===== config.mk =====
export PLATFORM = sky130hd
export DESIGN_NAME = sync_fifo_param_flat
export DESIGN_NICKNAME = d
export VERILOG_FILES = /design/src/rtl/sync_fifo_param_if.sv /design/src/rtl/sync_fifo_param.sv /design/src/flat_wrapper.sv
export SDC_FILE = /design/constraint.sdc
export NUM_CORES = 1
export LEC_CHECK = 0
export ABC_AREA = 1
export CORE_ASPECT_RATIO = 0.5
export CORE_MARGIN = 4
export CORE_UTILIZATION = 40
export DETAILED_ROUTE_END_ITERATION = 12
export DONT_BUFFER_PORTS = 1
export SKIP_CTS_REPAIR_TIMING = 1
export SYNTH_ARGS = -nofsm -noshare
export SYNTH_HDL_FRONTEND = slang
export SYNTH_SLANG_ARGS = --single-unit

===== constraint.sdc =====
create_clock -name clk -period 2.35 [get_ports clk]
set_clock_uncertainty 0.15 [all_clocks]
set_input_delay 0.235 -clock clk [delete_from_list [all_inputs] [get_ports clk]]
set_output_delay 0.235 -clock clk [all_outputs]
set_load 0.05 [all_outputs]

===== src/rtl/sync_fifo_param_if.sv =====
// Producer/consumer bundle for sync_fifo_param.
// The master side drives requests and write data; the slave side is the FIFO.
interface sync_fifo_param_if #(
  parameter int DATA_W = 8,
  parameter int DEPTH  = 8
);
  localparam int CW = $clog2(DEPTH) + 1;

  logic              wr_en;
  logic [DATA_W-1:0] din;
  logic              rd_en;
  logic [DATA_W-1:0] dout;
  logic              full;
  logic              empty;
  logic              almost_full;
  logic              almost_empty;
  logic [CW-1:0]     count;
  logic              overflow;
  logic              underflow;

  modport master (
    output wr_en, din, rd_en,
    input  dout, full, empty, almost_full, almost_empty,
    input  count, overflow, underflow
  );

  modport slave (
    input  wr_en, din, rd_en,
    output dout, full, empty, almost_full, almost_empty,
    output count, overflow, underflow
  );
endinterface


===== src/rtl/sync_fifo_param.sv =====
// Parametrised synchronous FIFO with registered flags and error pulses.
// Define FIFO_FWFT_EN for first-word-fall-through reads.
module sync_fifo_param #(
  parameter int DATA_W   = 8,
  parameter int DEPTH    = 8,
  parameter int AF_LEVEL = DEPTH - 2,
  parameter int AE_LEVEL = 1
) (
  input logic           clk,
  input logic           rst,
  sync_fifo_param_if.slave bus
);
  localparam int AW = $clog2(DEPTH);
  localparam int CW = AW + 1;
  localparam logic [CW-1:0] FULL_C = CW'(DEPTH);
  localparam logic [CW-1:0] AF_C   = CW'(AF_LEVEL);
  localparam logic [CW-1:0] AE_C   = CW'(AE_LEVEL);

  logic [DATA_W-1:0] mem [DEPTH];
  logic [AW-1:0]     wr_ptr, rd_ptr;
  logic [AW-1:0]     wr_ptr_nx, rd_ptr_nx;
  logic [CW-1:0]     count_q, count_nx;
  logic [DATA_W-1:0] dout_q, dout_nx;
  logic              full_q, empty_q;
  logic              af_q, ae_q;
  logic              ovf_q, unf_q;
  logic              wr_ok, rd_ok;

  assign wr_ok = bus.wr_en && !full_q;
  assign rd_ok = bus.rd_en && !empty_q;

  always_comb begin
    wr_ptr_nx = wr_ptr;
    rd_ptr_nx = rd_ptr;
    count_nx  = count_q;
    if (wr_ok) wr_ptr_nx = wr_ptr + AW'(1);
    if (rd_ok) rd_ptr_nx = rd_ptr + AW'(1);
    unique case ({wr_ok, rd_ok})
      2'b10:   count_nx = count_q + CW'(1);
      2'b01:   count_nx = count_q - CW'(1);
      default: count_nx = count_q;
    endcase
  end

`ifdef FIFO_FWFT_EN
  // Head word may be the one being written this cycle.
  always_comb begin
    dout_nx = dout_q;
    if (count_nx != '0) begin
      if (wr_ok && (rd_ptr_nx == wr_ptr))
        dout_nx = bus.din;
      else
        dout_nx = mem[rd_ptr_nx];
    end
  end
`else
  always_comb begin
    dout_nx = dout_q;
    if (rd_ok) dout_nx = mem[rd_ptr];
  end
`endif

  always_ff @(posedge clk) begin
    if (wr_ok) mem[wr_ptr] <= bus.din;
  end

  always_ff @(posedge clk or negedge rst) begin
    if (!rst) begin
      wr_ptr  <= '0;
      rd_ptr  <= '0;
      count_q <= '0;
      dout_q  <= '0;
      full_q  <= 1'b0;
      empty_q <= 1'b1;
      af_q    <= 1'b0;
      ae_q    <= 1'b1;
      ovf_q   <= 1'b0;
      unf_q   <= 1'b0;
    end else begin
      wr_ptr  <= wr_ptr_nx;
      rd_ptr  <= rd_ptr_nx;
      count_q <= count_nx;
      dout_q  <= dout_nx;
      full_q  <= (count_nx == FULL_C);
      empty_q <= (count_nx == '0);
      af_q    <= (count_nx >= AF_C);
      ae_q    <= (count_nx <= AE_C);
      ovf_q   <= bus.wr_en && full_q;
      unf_q   <= bus.rd_en && empty_q;
    end
  end

  assign bus.dout         = dout_q;
  assign bus.count        = count_q;
  assign bus.full         = full_q;
  assign bus.empty        = empty_q;
  assign bus.almost_full  = af_q;
  assign bus.almost_empty = ae_q;
  assign bus.overflow     = ovf_q;
  assign bus.underflow    = unf_q;
endmodule

===== src/flat_wrapper.sv =====
// flat-port wrapper written by rule: the top's interface ports become plain ports
module sync_fifo_param_flat 
#(
  parameter int DATA_W   = 8,
  parameter int DEPTH    = 8,
  parameter int AF_LEVEL = DEPTH - 2,
  parameter int AE_LEVEL = 1
)
  (clk, rst, bus_wr_en, bus_din, bus_rd_en, bus_dout, bus_full, bus_empty, bus_almost_full, bus_almost_empty, bus_count, bus_overflow, bus_underflow);
  sync_fifo_param_if #(.DATA_W(DATA_W), .DEPTH(DEPTH)) bus_i ();
  input logic clk;
  input logic rst;
  input wire logic [$bits(bus_i.wr_en)-1:0] bus_wr_en;
  input wire logic [$bits(bus_i.din)-1:0] bus_din;
  input wire logic [$bits(bus_i.rd_en)-1:0] bus_rd_en;
  output wire logic [$bits(bus_i.dout)-1:0] bus_dout;
  output wire logic [$bits(bus_i.full)-1:0] bus_full;
  output wire logic [$bits(bus_i.empty)-1:0] bus_empty;
  output wire logic [$bits(bus_i.almost_full)-1:0] bus_almost_full;
  output wire logic [$bits(bus_i.almost_empty)-1:0] bus_almost_empty;
  output wire logic [$bits(bus_i.count)-1:0] bus_count;
  output wire logic [$bits(bus_i.overflow)-1:0] bus_overflow;
  output wire logic [$bits(bus_i.underflow)-1:0] bus_underflow;
  assign bus_i.wr_en = bus_wr_en;
  assign bus_i.din = bus_din;
  assign bus_i.rd_en = bus_rd_en;
  assign bus_dout = bus_i.dout;
  assign bus_full = bus_i.full;
  assign bus_empty = bus_i.empty;
  assign bus_almost_full = bus_i.almost_full;
  assign bus_almost_empty = bus_i.almost_empty;
  assign bus_count = bus_i.count;
  assign bus_overflow = bus_i.overflow;
  assign bus_underflow = bus_i.underflow;
  sync_fifo_param #(.DATA_W(DATA_W), .DEPTH(DEPTH), .AF_LEVEL(AF_LEVEL), .AE_LEVEL(AE_LEVEL)) u_core (.clk(clk), .rst(rst), .bus(bus_i));
endmodule

After elaboration in Yosys (flattened, before gate mapping)
Memories as Yosys holds them, arrays and structs flattened. A register that Yosys moved wholly into a read port is not among the register bits.
Cells that the tools add are included.
{"block": "op_classes", "addsub": 4, "order_cmp": 2, "eq_ne": 3, "mux": 3, "reduce_logical": 8}
{"cell": "case mux 4 bit (2 select lines)", "n": 1}
{"cell": "adder 3 x 1 -> 3 bit (second input constant)", "n": 2}
{"cell": "adder 4 x 1 -> 4 bit (second input constant)", "n": 1}
{"cell": "== test 4 bit (second input constant)", "n": 1}
{"cell": "greater-or-equal comparator 4 x 3 -> 1 bit (second input constant)", "n": 1}
{"cell": "<= comparator 4 x 1 -> 1 bit (second input constant)", "n": 1}
{"cell": "logical AND 1 bit", "n": 4}
{"cell": "logical NOT 4 bit", "n": 1}
{"cell": "subtractor 4 x 1 -> 4 bit (second input constant)", "n": 1}
{"cell": "logical NOT 1 bit", "n": 3}
{"cell": "== test 2 x 1 -> 1 bit (second input constant)", "n": 1}
{"cell": "== test 2 bit (second input constant)", "n": 1}
{"cell": "two-way mux 1 bit", "n": 2}
{"block": "totals", "reg_bits": 16, "mem_bits_rw": 64, "in_bits": 12, "out_inout_bits": 18, "wordCells": 30, "mem_count": 1}
{"memory": "u_core.mem", "words": 8, "width": 8, "rd": 1, "rd_clocked_by_memory_dff": 1, "write_ports": 1, "line": "sync_fifo_param.sv:19", "rtl": "logic [DATA_W-1:0] mem [DEPTH];"}

Longest topological paths before layout
{"block": "depth", "ltp_word": 5, "mapped_depth": 14, "depth_no_buf": 14}

Least setup slack after synthesis
Ideal clock, no wire load.
{"block": "synth_path", "path_type": "register to register", "from": "register u_core.empty_q, in the netlist u_core.bus.empty", "to": "register u_core.full_q, in the netlist u_core.bus.full", "setup_ns": 0.118, "arrival_ns": 2.043, "required_time_ns": 2.082, "path_slack_ns": 0.040, "path_stages_with_launch": 12, "synth_period_minus_slack_ns": 2.310, "cell_sequence": "dfstp_2 nor2_1 buf_2 ha_1 nor2_1 nor2_2 ha_1 a21oi_1 xnor2_1 nand2_1 nand3_1 nor2_1"}
{"block": "synth_via", "elab_chain_len": 5, "word_cells_on_any_way": 6, "cone_classes": "3 x eq/ne; 1 x mux; 2 x reduce/logical"}
{"item": "from (decl)", "line": "sync_fifo_param.sv:24", "rtl": "logic full_q, empty_q;"}
{"item": "from (signal assigned)", "line": "sync_fifo_param.sv:85", "rtl": "empty_q <= (count_nx == '0);"}
{"item": "logical NOT 1 bit (*)", "line": "sync_fifo_param.sv:30", "rtl": "assign rd_ok = bus.rd_en && !empty_q;"}
{"item": "logical AND 1 bit (*)", "line": "sync_fifo_param.sv:30"}
{"item": "== test 2 x 1 -> 1 bit / == test 2 bit (equally long branches)", "line": "sync_fifo_param.sv:38", "rtl": "unique case ({wr_ok, rd_ok})"}
{"item": "case mux 4 bit (2 select lines) (*)", "line": "sync_fifo_param.sv:38"}
{"item": "== test 4 bit (*)", "line": "sync_fifo_param.sv:84", "rtl": "full_q <= (count_nx == FULL_C);"}
{"item": "to (signal assigned)", "line": "sync_fifo_param.sv:84"}
{"item": "to (decl)", "line": "sync_fifo_param.sv:24"}
Mark *: on every way between the ends. The rest lies on a longest branch, timed or not.
A chain may end at the register's enable or synchronous reset.

Worst setup path in the final report
{"block": "layout_path", "from": "register u_core.empty_q, in the netlist u_core.bus.empty", "to": "register u_core.empty_q, in the netlist u_core.bus.empty"}
{"block": "layout_via", "elab_chain_len": 5, "word_cells_on_any_way": 6, "cone_classes": "2 x eq/ne; 1 x mux; 3 x reduce/logical"}
{"item": "logical NOT 1 bit (*)", "line": "sync_fifo_param.sv:30"}
{"item": "logical AND 1 bit (*)", "line": "sync_fifo_param.sv:30"}
{"item": "== test 2 x 1 -> 1 bit / == test 2 bit (equally long branches)", "line": "sync_fifo_param.sv:38"}
{"item": "case mux 4 bit (2 select lines) (*)", "line": "sync_fifo_param.sv:38"}
{"item": "named net u_core.count_nx[1]", "line": "sync_fifo_param.sv:22", "rtl": "logic [CW-1:0] count_q, count_nx;"}
{"item": "logical NOT 4 bit (*)", "line": "sync_fifo_param.sv:85"}
The timed path passes the listed nets; every way through them passes the cells marked *.

==> run summary <==
The clock slew seen by the registers of the worst setup and hold paths is 60 ps. The synthesized area divided by synthesized cell count is 11.7 um^2. Routability-driven placement finished with a final weighted congestion of 0.788.

The TritonCTS clock tree is yes. STA puts the critical path data required time at 2460 ps. The tree is rooted in a clkbuf_16. For this design the ratio of total power to cell area is 1330 nW/um^2. The number of global-route vias before repair came to 2273. The sink count of the clock tree is 88. After detailed routing, the average wire length per cell comes to 16.7 um. The worst setup path is of the register to register kind. The finished cells cover 4200 um^2.

The signal arrival time at the worst endpoint came out at 2230 ps. The worst-case reg-to-reg path depth came out at 11. At the end of the flow, the number of nets in the layout was 350.

The number of antenna violations at the first check in global routing is 0. The startpoint class of the critical path is a register. The final setup violation count came out at 0. The layout cell share with drive strength beyond 1 is 0.104. In this run the critical register-to-register path is launched from u_core.bus.empty. The global routing usage summed across all routing layers came out at 0.149. The area after detailed placement came out at 3780 um^2. The net count of the mapped netlist came out at 323. The count of endpoints failing hold in the final timing report was 0.

The launch point of the worst path is u_core.bus.empty. The horizontal die dimension is 142 um. The HPWL reported at the end of detailed placement is 4810 um. The count of input and output buffers is 0.

The routed wire length is 7580 um. The share of synthesized area occupied by flip-flops and latches is 0.706. The maximum number of pins on one net before global-route repair is 26. STA classifies the critical path endpoint as a register. Of all nets on the critical path, the largest fanout is 4. The first routing iteration left 149 violations. The number of max-slew violations in the final report came out at 0. The floorplan step defined a die boundary enclosing 10600 um^2.

The maximum frequency from static timing analysis came out at 472 MHz. The fraction of the cycle the final worst path needs came out at 0.901. The number of top-level design ports came out at 30.

The time the final worst path needs with I/O delays and setup came out at 2120 ps. The core occupancy in the finished layout came out at 0.483. The count of different cell masters after synthesis is 23. The vertical die dimension is 74.9 um.

The H-tree was split into 3 levels. Leaving out fill and tap cells, the most frequent cell in the layout is edfxtp_1. The headroom to the max-slew limit came out at 0.600.

The count of mapped cells out of synthesis is 306. 0 antenna diodes ended up in the layout. The area growth from synthesis to layout is 17.5%.

The transition time at the pin with the least slew margin is 600 ps. In the layout the commonest cells are edfxtp_1 (64), nand2_1 (47), nor2_1 (46), o21ai_0 (31). The sum of negative setup slack came out at 0 ps. The worst hold path begins at bus_wr_en.

The placeable core area came out at 8710 um^2. The first-pass iteration count of the detailed router came out at 4. The area of the mapped netlist came out at 3580 um^2.

The hold path depth is 4. The initial cell density of the core is 0.411. The latest clock arrival within the worst-skew pair came out at 340 ps. For flop-to-flop paths, the worst setup slack is 230 ps. The number of buffers added by the clock tree synthesis step came out at 9. Setup repair after global routing left no endpoint under its margin.

The number of standard-cell rows in the floorplan is 24. The flow ran to the end, and the final reports show no timing, DRC or antenna violations. In this run the critical register-to-register path is captured at u_core.bus.empty. The tool flagged a number of max-cap violations equal to 0. The path class of the tightest hold or removal check is input port to register. The number of vias per cell came out at 5.05. The layout has 811 filler cells.

The worst hold path terminates at u_core.wr_ptr[2]. The DRC violation count after routing is 0. The total vias in the final route came out at 2298. The worst supply voltage drop on vdd is 0.000587 V. The overall overflow remaining after global route is 0. The detail route stage leaves a number of antenna-violating nets equal to 0. The total of flip-flops plus latches after synthesis is 88. The first-pass GRT wire length came out at 11700 um. The worst-case clock buffer depth came out at 2. The static leakage came out at 1.64 nW. The Yosys step of the flow raised 0 warnings.
==> worst max-delay path by stage <==
stage and endpoint:
2_1_floorplan u_core.bus.full, 3_3_place_gp u_core.bus.full, 3_5_place_dp u_core.bus.full, 4_1_cts u_core.bus.full
5_1_grt u_core.bus.full, 6_report u_core.bus.empty
==> final cells by class <==
cell class                 instances  area, um^2  area share
clock buffer                       9         225      0.0536
multi-input combinational        183         912       0.217
clock inverter                     7        62.6      0.0149
sequential                        88        2520       0.601
inverter                          24        90.1      0.0214
timing repair buffer              27         243      0.0577
tap                              117         146      0.0348
==> cell usage after synthesis <==
cell type  instances  area (um^2)
xor2_1             3         26.3
ha_1               5         62.6
a21oi_1            9         45.0
or2_2              1         6.26
inv_2              1         3.75
dfrtp_1           22          551
clkinv_1           1         3.75
o211ai_1          16          120
inv_1             22         82.6
edfxtp_1          64         1920
nand3b_1           1         7.51
or2_1              1         6.26
o21ai_0           31          155
nor2_2             2         12.5
nor2_1            46          173
buf_2              9         45.0
nand3_1           14         70.1
nand2_1           47          176
buf_4              1         7.51
dfstp_2            2         52.6
xnor2_1            3         26.3
o21ai_1            4         20.0
clkbuf_1           1         3.75
==> worst max-delay path: stages (launching register included) <==
cell and delay, ps:
dfstp_2 370, nor2_1 250, ha_1 280, nand2_1 70
inv_1 110, nor2_2 50, ha_1 260, nand2_1 60
nand2_1 80, nor2_1 110, nand3_1 110, nor2_1 140
==> metal layers <==
metal | vias to the layer above | wire, um | track usage
met4 | 0 | 67 | 0.0383
met1 | 1136 | 3480 | 0.184
met5 | - | 0 | 0
met2 | 43 | 3660 | 0.251
li1 | 1110 | - | -
met3 | 9 | 371 | 0.0577
==> through the flow <==
stage | hold slack (ps) | setup slack (ps) | std cells | power [W]
final | 42.3 | 233 | 455 | 0.00557
after floorplan | -211 | 39.6 | 306 | 0.00374
after global placement | -210 | 313 | 427 | 0.00412
after CTS | -579 | 193 | 443 | 0.00560
after global routing | 82.4 | 12.6 | 455 | 0.00591
after detailed placement | -210 | 215 | 427 | 0.00420
==> sequential cells by signal (all words and copies together), names as in the netlist <==
| signal | cells |
|---|---|
| u_core.bus.dout | 8 |
| u_core.bus.overflow | 1 |
| u_core.bus.almost_empty | 1 |
| u_core.wr_ptr | 3 |
| u_core.bus.almost_full | 1 |
| u_core.mem | 64 |
| u_core.bus.full | 1 |
| u_core.rd_ptr | 3 |
| u_core.bus.empty | 1 |
| u_core.bus.count | 4 |
| u_core.bus.underflow | 1 |
==> cells by family after synthesis <==
family / share of synthesized area
and+or+nand+nor: 0.126
xor gates and xnor gates: 0.0147
adders and majority gates: 0.0175
AOI/OAI and AO/OA: 0.0951
DFF: 0.706
buffers and inverters: 0.0409
==> where the power goes <==
group / leakage, nW / total, W / switching (W) / internal, W
clock network: 0.138 / 0.00138 / 0.000571 / 0.000812
logic: 0.634 / 0.00155 / 0.00102 / 0.000533
registers: 0.871 / 0.00264 / 0.000628 / 0.00201
Power figures use the tool's default switching activity.
